`config.mk`:
```
export PLATFORM = sky130hd
export DESIGN_NAME = flash_read_seq
export DESIGN_NICKNAME = d
export VERILOG_FILES = /design/src/rtl/flash_read_seq.sv
export SDC_FILE = /design/constraint.sdc
export NUM_CORES = 2
export LEC_CHECK = 0
export CELL_PAD_IN_SITES_DETAIL_PLACEMENT = 2
export CELL_PAD_IN_SITES_GLOBAL_PLACEMENT = 2
export CORE_ASPECT_RATIO = 1.4
export CORE_MARGIN = 3
export CORE_UTILIZATION = 25
export CTS_BUF_LIST = sky130_fd_sc_hd__clkbuf_4 sky130_fd_sc_hd__clkbuf_8
export DETAILED_ROUTE_END_ITERATION = 10
export PLACE_DENSITY = 0.51
export SLEW_MARGIN = 20
export SYNTH_ARGS = -nofsm -noshare
export SYNTH_HDL_FRONTEND = slang
export SYNTH_SLANG_ARGS = --single-unit
```
`constraint.sdc`:
```
create_clock -name clk -period 8.5 [get_ports clk]
set_input_delay 1.275 -clock clk [delete_from_list [all_inputs] [get_ports clk]]
set_output_delay 1.275 -clock clk [all_outputs]
set_load 0.05 [all_outputs]
```
`src/rtl/flash_read_seq.sv`:
```
// rtl/flash_read_seq.sv - autonomous SPI flash READ (0x03) sequencer with word buffer
// Drives a byte-level SPI core; bytes land little-endian in a CPU-readable buffer.
module flash_read_seq #(
  parameter int BUF_WORDS = 64
) (
  input  logic        clk,
  input  logic        reset,
  input  logic        sys_reg_select,
  input  logic        sys_buf_select,
  input  logic [7:0]  sys_addr,
  input  logic [3:0]  sys_we,
  input  logic        sys_rd,
  input  logic [31:0] sys_wdata,
  output logic [31:0] sys_rdata,
  output logic        irq,
  output logic        spi_we,
  output logic [7:0]  spi_di,
  input  logic [7:0]  spi_do,
  input  logic        spi_ready,
  output logic        spi_ss_reset
);
  localparam int AW = $clog2(BUF_WORDS);
  localparam int CW = $clog2(4 * BUF_WORDS) + 1;

  typedef enum logic [3:0] {
    S_IDLE, S_CSRST, S_CMD, S_A2, S_A1, S_A0, S_DATA, S_FIN, S_ABORT
  } state_t;
  typedef enum logic [1:0] {P_ISSUE, P_GUARD, P_WAIT} phase_t;

  state_t        state, state_n;
  phase_t        phase, phase_n;
  logic          done, aborted, irq_en;
  logic [CW-1:0] count, xfer_len;
  logic [23:0]   addr_reg, xfer_addr;
  logic [7:0]    len_reg, tx_byte;
  logic          busy, ctrl_wr, start_req, abort_req, byte_done, store, last;
  logic [31:0]   status, reg_rd;
  logic [31:0]   buf_mem [BUF_WORDS];
  logic          unused_bits;

  assign unused_bits = ^{sys_we[3], sys_wdata[31:24]};

  assign busy      = (state != S_IDLE);
  assign ctrl_wr   = sys_reg_select && (sys_addr == 8'd0) && sys_we[0];
  assign start_req = ctrl_wr && sys_wdata[0] && !busy;
  // A second abort while the abort pulse is already going out would only repeat it
  assign abort_req = ctrl_wr && sys_wdata[1] && busy && (state != S_ABORT);
  assign last      = ((count + CW'(1)) == xfer_len);
  assign store     = byte_done && (state == S_DATA);
  assign irq       = done & irq_en;
  assign status    = 32'({count, 4'b0000, irq_en, aborted, done, busy});

  always_comb begin
    reg_rd = 32'h0;
    case (sys_addr)
      8'd0: reg_rd = status;
      8'd1: reg_rd = {8'h00, addr_reg};
      8'd2: reg_rd = {24'h0, len_reg};
      default: reg_rd = 32'h0;
    endcase
  end

  always_comb begin
    state_n      = state;
    phase_n      = phase;
    spi_we       = 1'b0;
    spi_di       = 8'h00;
    spi_ss_reset = 1'b0;
    byte_done    = 1'b0;
    case (state)
      S_CMD:   tx_byte = 8'h03;
      S_A2:    tx_byte = xfer_addr[23:16];
      S_A1:    tx_byte = xfer_addr[15:8];
      S_A0:    tx_byte = xfer_addr[7:0];
      default: tx_byte = 8'h00;
    endcase
    case (state)
      S_IDLE:  if (start_req) state_n = S_CSRST;
      S_CSRST: begin
        spi_ss_reset = 1'b1;
        state_n      = S_CMD;
        phase_n      = P_ISSUE;
      end
      S_FIN, S_ABORT: begin
        spi_ss_reset = 1'b1;
        state_n      = S_IDLE;
      end
      default: begin
        case (phase)
          P_ISSUE: if (spi_ready) begin
            spi_we  = 1'b1;
            spi_di  = tx_byte;
            phase_n = P_GUARD;
          end
          P_GUARD: phase_n = P_WAIT;
          default: if (spi_ready) begin
            byte_done = 1'b1;
            phase_n   = P_ISSUE;
            case (state)
              S_CMD:   state_n = S_A2;
              S_A2:    state_n = S_A1;
              S_A1:    state_n = S_A0;
              S_A0:    state_n = S_DATA;
              S_DATA:  if (last) state_n = S_FIN;
              default: state_n = state;
            endcase
          end
        endcase
      end
    endcase
    // Never launch a byte in the cycle an abort is being accepted
    if (abort_req) begin
      state_n = S_ABORT;
      spi_we  = 1'b0;
      spi_di  = 8'h00;
    end
    if (reset) begin
      spi_we       = 1'b0;
      spi_di       = 8'h00;
      spi_ss_reset = 1'b0;
    end
  end

  always_ff @(posedge clk) begin
    if (reset) begin
      state     <= S_IDLE;
      phase     <= P_ISSUE;
      done      <= 1'b0;
      aborted   <= 1'b0;
      irq_en    <= 1'b0;
      count     <= '0;
      xfer_len  <= '0;
      addr_reg  <= 24'h0;
      xfer_addr <= 24'h0;
      len_reg   <= 8'h00;
      sys_rdata <= 32'h0;
    end else begin
      state <= state_n;
      phase <= phase_n;
      if (ctrl_wr) begin
        irq_en <= sys_wdata[3];
        if (sys_wdata[2]) begin
          done    <= 1'b0;
          aborted <= 1'b0;
        end
      end
      if (start_req) begin
        done      <= 1'b0;
        aborted   <= 1'b0;
        count     <= '0;
        xfer_addr <= addr_reg;
        xfer_len  <= (len_reg == 8'h00) ? CW'(4 * BUF_WORDS) : CW'(len_reg);
      end
      if (store) count <= count + CW'(1);
      // Completion wins over a simultaneous clear
      if (state == S_FIN)   done    <= 1'b1;
      if (state == S_ABORT) aborted <= 1'b1;
      if (sys_reg_select && !busy && (sys_addr == 8'd1)) begin
        if (sys_we[0]) addr_reg[7:0]   <= sys_wdata[7:0];
        if (sys_we[1]) addr_reg[15:8]  <= sys_wdata[15:8];
        if (sys_we[2]) addr_reg[23:16] <= sys_wdata[23:16];
      end
      if (sys_reg_select && !busy && (sys_addr == 8'd2) && sys_we[0])
        len_reg <= sys_wdata[7:0];
      if (sys_rd && sys_reg_select)
        sys_rdata <= reg_rd;
      else if (sys_rd && sys_buf_select)
        sys_rdata <= buf_mem[sys_addr[AW-1:0]];
    end
  end

  always_ff @(posedge clk) begin
    if (store) buf_mem[count[AW+1:2]][8*count[1:0] +: 8] <= spi_do;
  end
endmodule

```
-- Word level (Yosys, flattened, before mapping)
Memories as Yosys holds them, arrays and structs flattened.
Index checks and enable logic that the tools add are counted.
- register bits after elaboration: 115
- memory bits (writable): 2048
- input port bits: 58
- output and inout port bits: 43
- word-level logic and storage cells: 125
- memories: 1
- $add $sub $neg: 2
- eq/ne operators: 20
- shift-type cells: 2
- mux-type cells: 39
- bitwise gates (word level): 2
- reduce and logical (&&, ||, !) cells: 45
- memories (memory ; words ; width ; rd ports ; clocked after Yosys merged registers in ; wr ports ; RTL line ; text):
    buf_mem ; 64 ; 32 ; 1 ; 0 ; 1 ; 38 ; logic [31:0] buf_mem [BUF_WORDS];
- operators by type and width (cell ; count):
    $mux 32 ; 3
    $pmux 24 s3 ; 1
    $mux 8 ; 5
    $neg 5->34 ; 1
    $shift 8x34->32 const A ; 1
    $shiftx 8x34->32 ; 1
    $pmux 8 s4 ; 1
    $mux 9 ; 3
    $mux 4 ; 5
    $pmux 4 s5 ; 1
    $eq 4x3->1 const B ; 4
    $logic_not 8->1 ; 2
    $mux 1 ; 15
    $reduce_bool 3->1 ; 5
    $logic_and 1x1->1 ; 14
    $pmux 4 s3 ; 1
    $reduce_and 2->1 ; 5
    $reduce_and 5->1 ; 2
    $add 9x1->9 const B ; 1
    $eq 9x9->1 ; 1
    $reduce_bool 9->1 ; 1
    $eq 4x2->1 const B ; 2
    $eq 8x1->1 const B ; 1
    $eq 8x2->1 const B ; 1
    other kinds (26) ; 33

-- Longest topological paths before layout
- word-level depth: 8
- mapped depth: 12
- depth with buffers taken out: 7

-- Worst setup path before layout
Ideal clock, no wire load.
- kind: input to output
- start point: input sys_addr[4]
- end point: output spi_di[0]
- data arrival time: 3.415 ns
- required time: 7.225 ns
- slack: 3.810 ns
- stages: 8
- buffers on the path: 3
- cells stage by stage: buf_2 nor4_1 and4_1 clkbuf_1 a31o_2 or4b_1 clkbuf_1 nor2_1
- word-level cells in the longest chain between the ends: 8
- ends and longest elaborated chain (what ; RTL line ; text):
    start, declared ; 10 ; input logic [7:0] sys_addr,
    $logic_not 8->1 ; 44 ; assign ctrl_wr = sys_reg_select && (sys_addr == 8'd0) && sys_we[0];
    $logic_and 1x1->1 (2 in a row) ; 44 ;
    $logic_and 1x1->1 (3 in a row) ; 47 ; assign abort_req = ctrl_wr && sys_wdata[1] && busy && (state != S_ABORT);
    $mux 8 ; 112 ; if (abort_req) begin
    $mux 8 ; 117 ; if (reset) begin
    end, declared ; 17 ; output logic [7:0] spi_di,
Every way passes these cells.

-- Worst setup path after layout
- start point: input sys_addr[5]
- end point: output spi_di[6]
Same word-level chain as after synthesis.

==> reports/results.tsv <==
stage	metric	value	unit
floorplanning	IO Count	101	
power	maximum VDD drop	0.0001182	V
layout	final std cells w/o fill	9488	
synth	post-synthesis net count	4565	
placed_design	Placer Congestion	0.7902	
floorplanning	Die Y	695.6	µm
power	LEAKAGE	26.22	nW
setup_path	cell mode on critical path	clkdlybuf4s50_1	
detailed_routing	routed vias/inst	4.775	
layout	most common cell after layout, fill and taps aside	edfxtp_1	
outcome	status	completed	
placed_design	DP Wirelength	192200	µm
synth	Syn Std Cell Area	84930	µm²
setup_path	crit path cell chain	clkdlybuf4s50_1 -> buf_4 -> nor4_1 -> and4_1 -> a31o_2 -> or4b_1 -> nor2_1 -> clkdlybuf4s50_1	
synth	Async S/R FF share, synth	0	
sta	Max Clk Rate	172.0	MHz
global_route	first-pass GRT wire length	415300	µm
setup_path	CP Depth	8	
setup_path	crit start category	primary input	
cts	Worst-path clk slew	0.05	ns
layout	ratio of cells with drive above 1 in the final layout	0.2237	
cts	H-tree depth	5	
global_route	largest net degree at the start of global routing	99	
sta	# setup viols final	0	
sta	Slew headroom	0.1921	
cts	root buf cell	clkbuf_8	
setup_path	worst r2r path cells	3	
cts	# resized after CTS	0	
sta	Final Hold Fails	0	
floorplanning	Die Wd	498.6	µm
detailed_routing	number of remaining DRC errors	0	
layout	commonest cells after routing, fill and taps aside	2048 x edfxtp_1, 417 x mux4_2, 358 x clkbuf_8, 329 x nor2_1, 293 x mux2i_1	
cts	post-CTS setup buffer count	0	
synth	Gate Count Post-Synth	4501	
cts	Num CTS Buffers	346	
placed_design	IO buf count	91	
setup_path	Crit Path Max Fanout	16	
setup_path	Critical Path Max Stage Delay	0.82	ns
cts	CTS sink count	2163	
setup_path	Worst Path Arrival	4.54	ns
sta	Final Cycle Share	0.6841	
floorplanning	Starting Density	0.2517	
detailed_routing	Initial DRC Count	3422	
cts	clk buf depth	4	
global_route	initial antenna violation count	44	
sta	RSZ-0062 raised after global routing	false	
sta	Slew @ Worst Pin	1.209	ns
floorplanning	core box area	337400	µm²
layout	max reg flops	2048	
detailed_routing	final wirelength	300500	µm
detailed_routing	Routed WL per cell	31.67	µm
sta	WHS	0.4585	ns
floorplanning	die area	346900	µm²
detailed_routing	vias after detailed routing	45300	
setup_path	CP endpoint kind	output port	
setup_path	Worst Path Class, Setup	primary input to output port	
cts	CTS tree	yes	
worst_hold_path	HP Class	flip-flop to flip-flop	
global_route	vias in the first global route	49310	
worst_hold_path	WHS Path Cells	2	
global_route	Overall Global Routing Usage	0.1706	
global_route	total grt overflow	0	
synth	post-synth cell types	62	
synth	Post-synth EDFFs	2048	
cts	hold buffers post-CTS	0	
setup_path	WP buf/inv	3	
synth	Ys Warns	0	
power	Tot Pwr	21.40	mW
layout	Filler cells	34340	
detailed_routing	Detail Route Antenna Nets	0	
layout	fin util	0.2894	
layout	layout net count	4831	
layout	Area growth syn-to-layout	14.94	%
placed_design	Placed Cells incl. Taps	8864	
floorplanning	row count	252	
synth	synthesized flop and latch total	2163	
sta	fin. max-slew vios	0	
synth	Top FF cell, synth	edfxtp_1	
setup_path	Worst Path Required	7.22	ns
sta	final setup skew	0.06778	ns
detailed_routing	drt first pass iters	6	
setup_path	CP max-delay cell	clkdlybuf4s50_1	
synth	sequential cell area fraction in the yosys report	0.7512	
flow_run	Max Cap Viol	0	
cts	Worst-Skew Late Latency	1.03	ns
power	Cell Pwr Density	219.2	nW/µm²
synth	Synth Area per Inst	18.87	µm²
sta	fin crit period	5.814	ns
sta	Fin Setup TNS	0	ns
setup_path	CP delay by family, top	buffers and inverters	
==> cell usage after synthesis (37+ instances only) <==
cell type / number / area share
edfxtp_1: 2048 / 0.72
nor2_1: 343 / 0.015
mux4_2: 417 / 0.11
dfxtp_1: 115 / 0.027
nand2_1: 264 / 0.012
a221oi_1: 48 / 0.0049
o21ai_0: 70 / 0.0041
a22oi_1: 104 / 0.0092
clkbuf_1: 126 / 0.0056
o22ai_1: 37 / 0.0027
nand3_1: 38 / 0.0022
buf_2: 62 / 0.0037
and2_1: 45 / 0.0033
a21oi_1: 127 / 0.0075
mux2i_1: 293 / 0.035
a211oi_1: 39 / 0.0034
==> logic make-up after synthesis <==
logic type	Yosys count	share of synthesized area
flip-flops	2163	0.7512
multiplexers	724	0.1470
adder cells (fa/ha/maj)	6	0.0008839
AND/OR/NAND/NOR	781	0.03953
XOR/XNOR	15	0.001547
AO/OA/AOI/OAI	535	0.04266
buffers and inverters	277	0.01719
==> worst register-to-register path, cell delays in order (launching register included) <==
cell	delay, ns
dfxtp_1	0.80
nor3b_1	0.84
nand2_1	0.99
nor2_1	1.18
==> power breakdown <==
| part | total (mW) | internal, mW | switching (mW) |
|---|---|---|---|
| sequential | 11.6 | 11.5 | 0.0620 |
| clock | 8.88 | 4.57 | 4.31 |
| combinational | 0.922 | 0.293 | 0.630 |
| total | 21.4 | 16.4 | 5.00 |
==> final timing paths <==
path	startpoint	end	slack (ns)
worst max-delay path	sys_addr[5]	spi_di[6]	2.69
worst min-delay path	xfer_addr[13]	xfer_addr[13]	0.46
worst max register to register	count[2]	buf_mem[25][16]	4.30
worst min register to register	xfer_addr[13]	xfer_addr[13]	0.46
==> area by class of cell <==
cell class	count	area (µm²)	share of cell area
Tap cell	4445	5562	0.05697
Clock buffer	452	5633	0.05770
Inverter	7	31.28	0.0003204
Timing Repair Buffer	188	1774	0.01817
Sequential cell	2163	63800	0.6536
Clock inverter	159	945.9	0.009690
Multi-Input combinational cell	2061	19840	0.2032
Antenna cell	13	32.53	0.0003332
==> stage by stage <==
stage / area (µm²) / setup WS (ns)
finish: 97620 / 2.686
global route: 97600 / 2.542
CTS: 97580 / 2.665
detailed placement: 91000 / 2.679
global placement: 90980 / 2.722
floorplan: 84930 / 3.810
==> per-layer routing <==
metal,routed length (µm),up-vias,GRT usage
met2,146800,1319,0.2872
met4,14770,18,0.07664
met3,15500,452,0.02814
met5,112,-,0
li1,-,18810,-
met1,123300,24700,0.2154
Note: power is estimated with default switching activity, not from simulation.
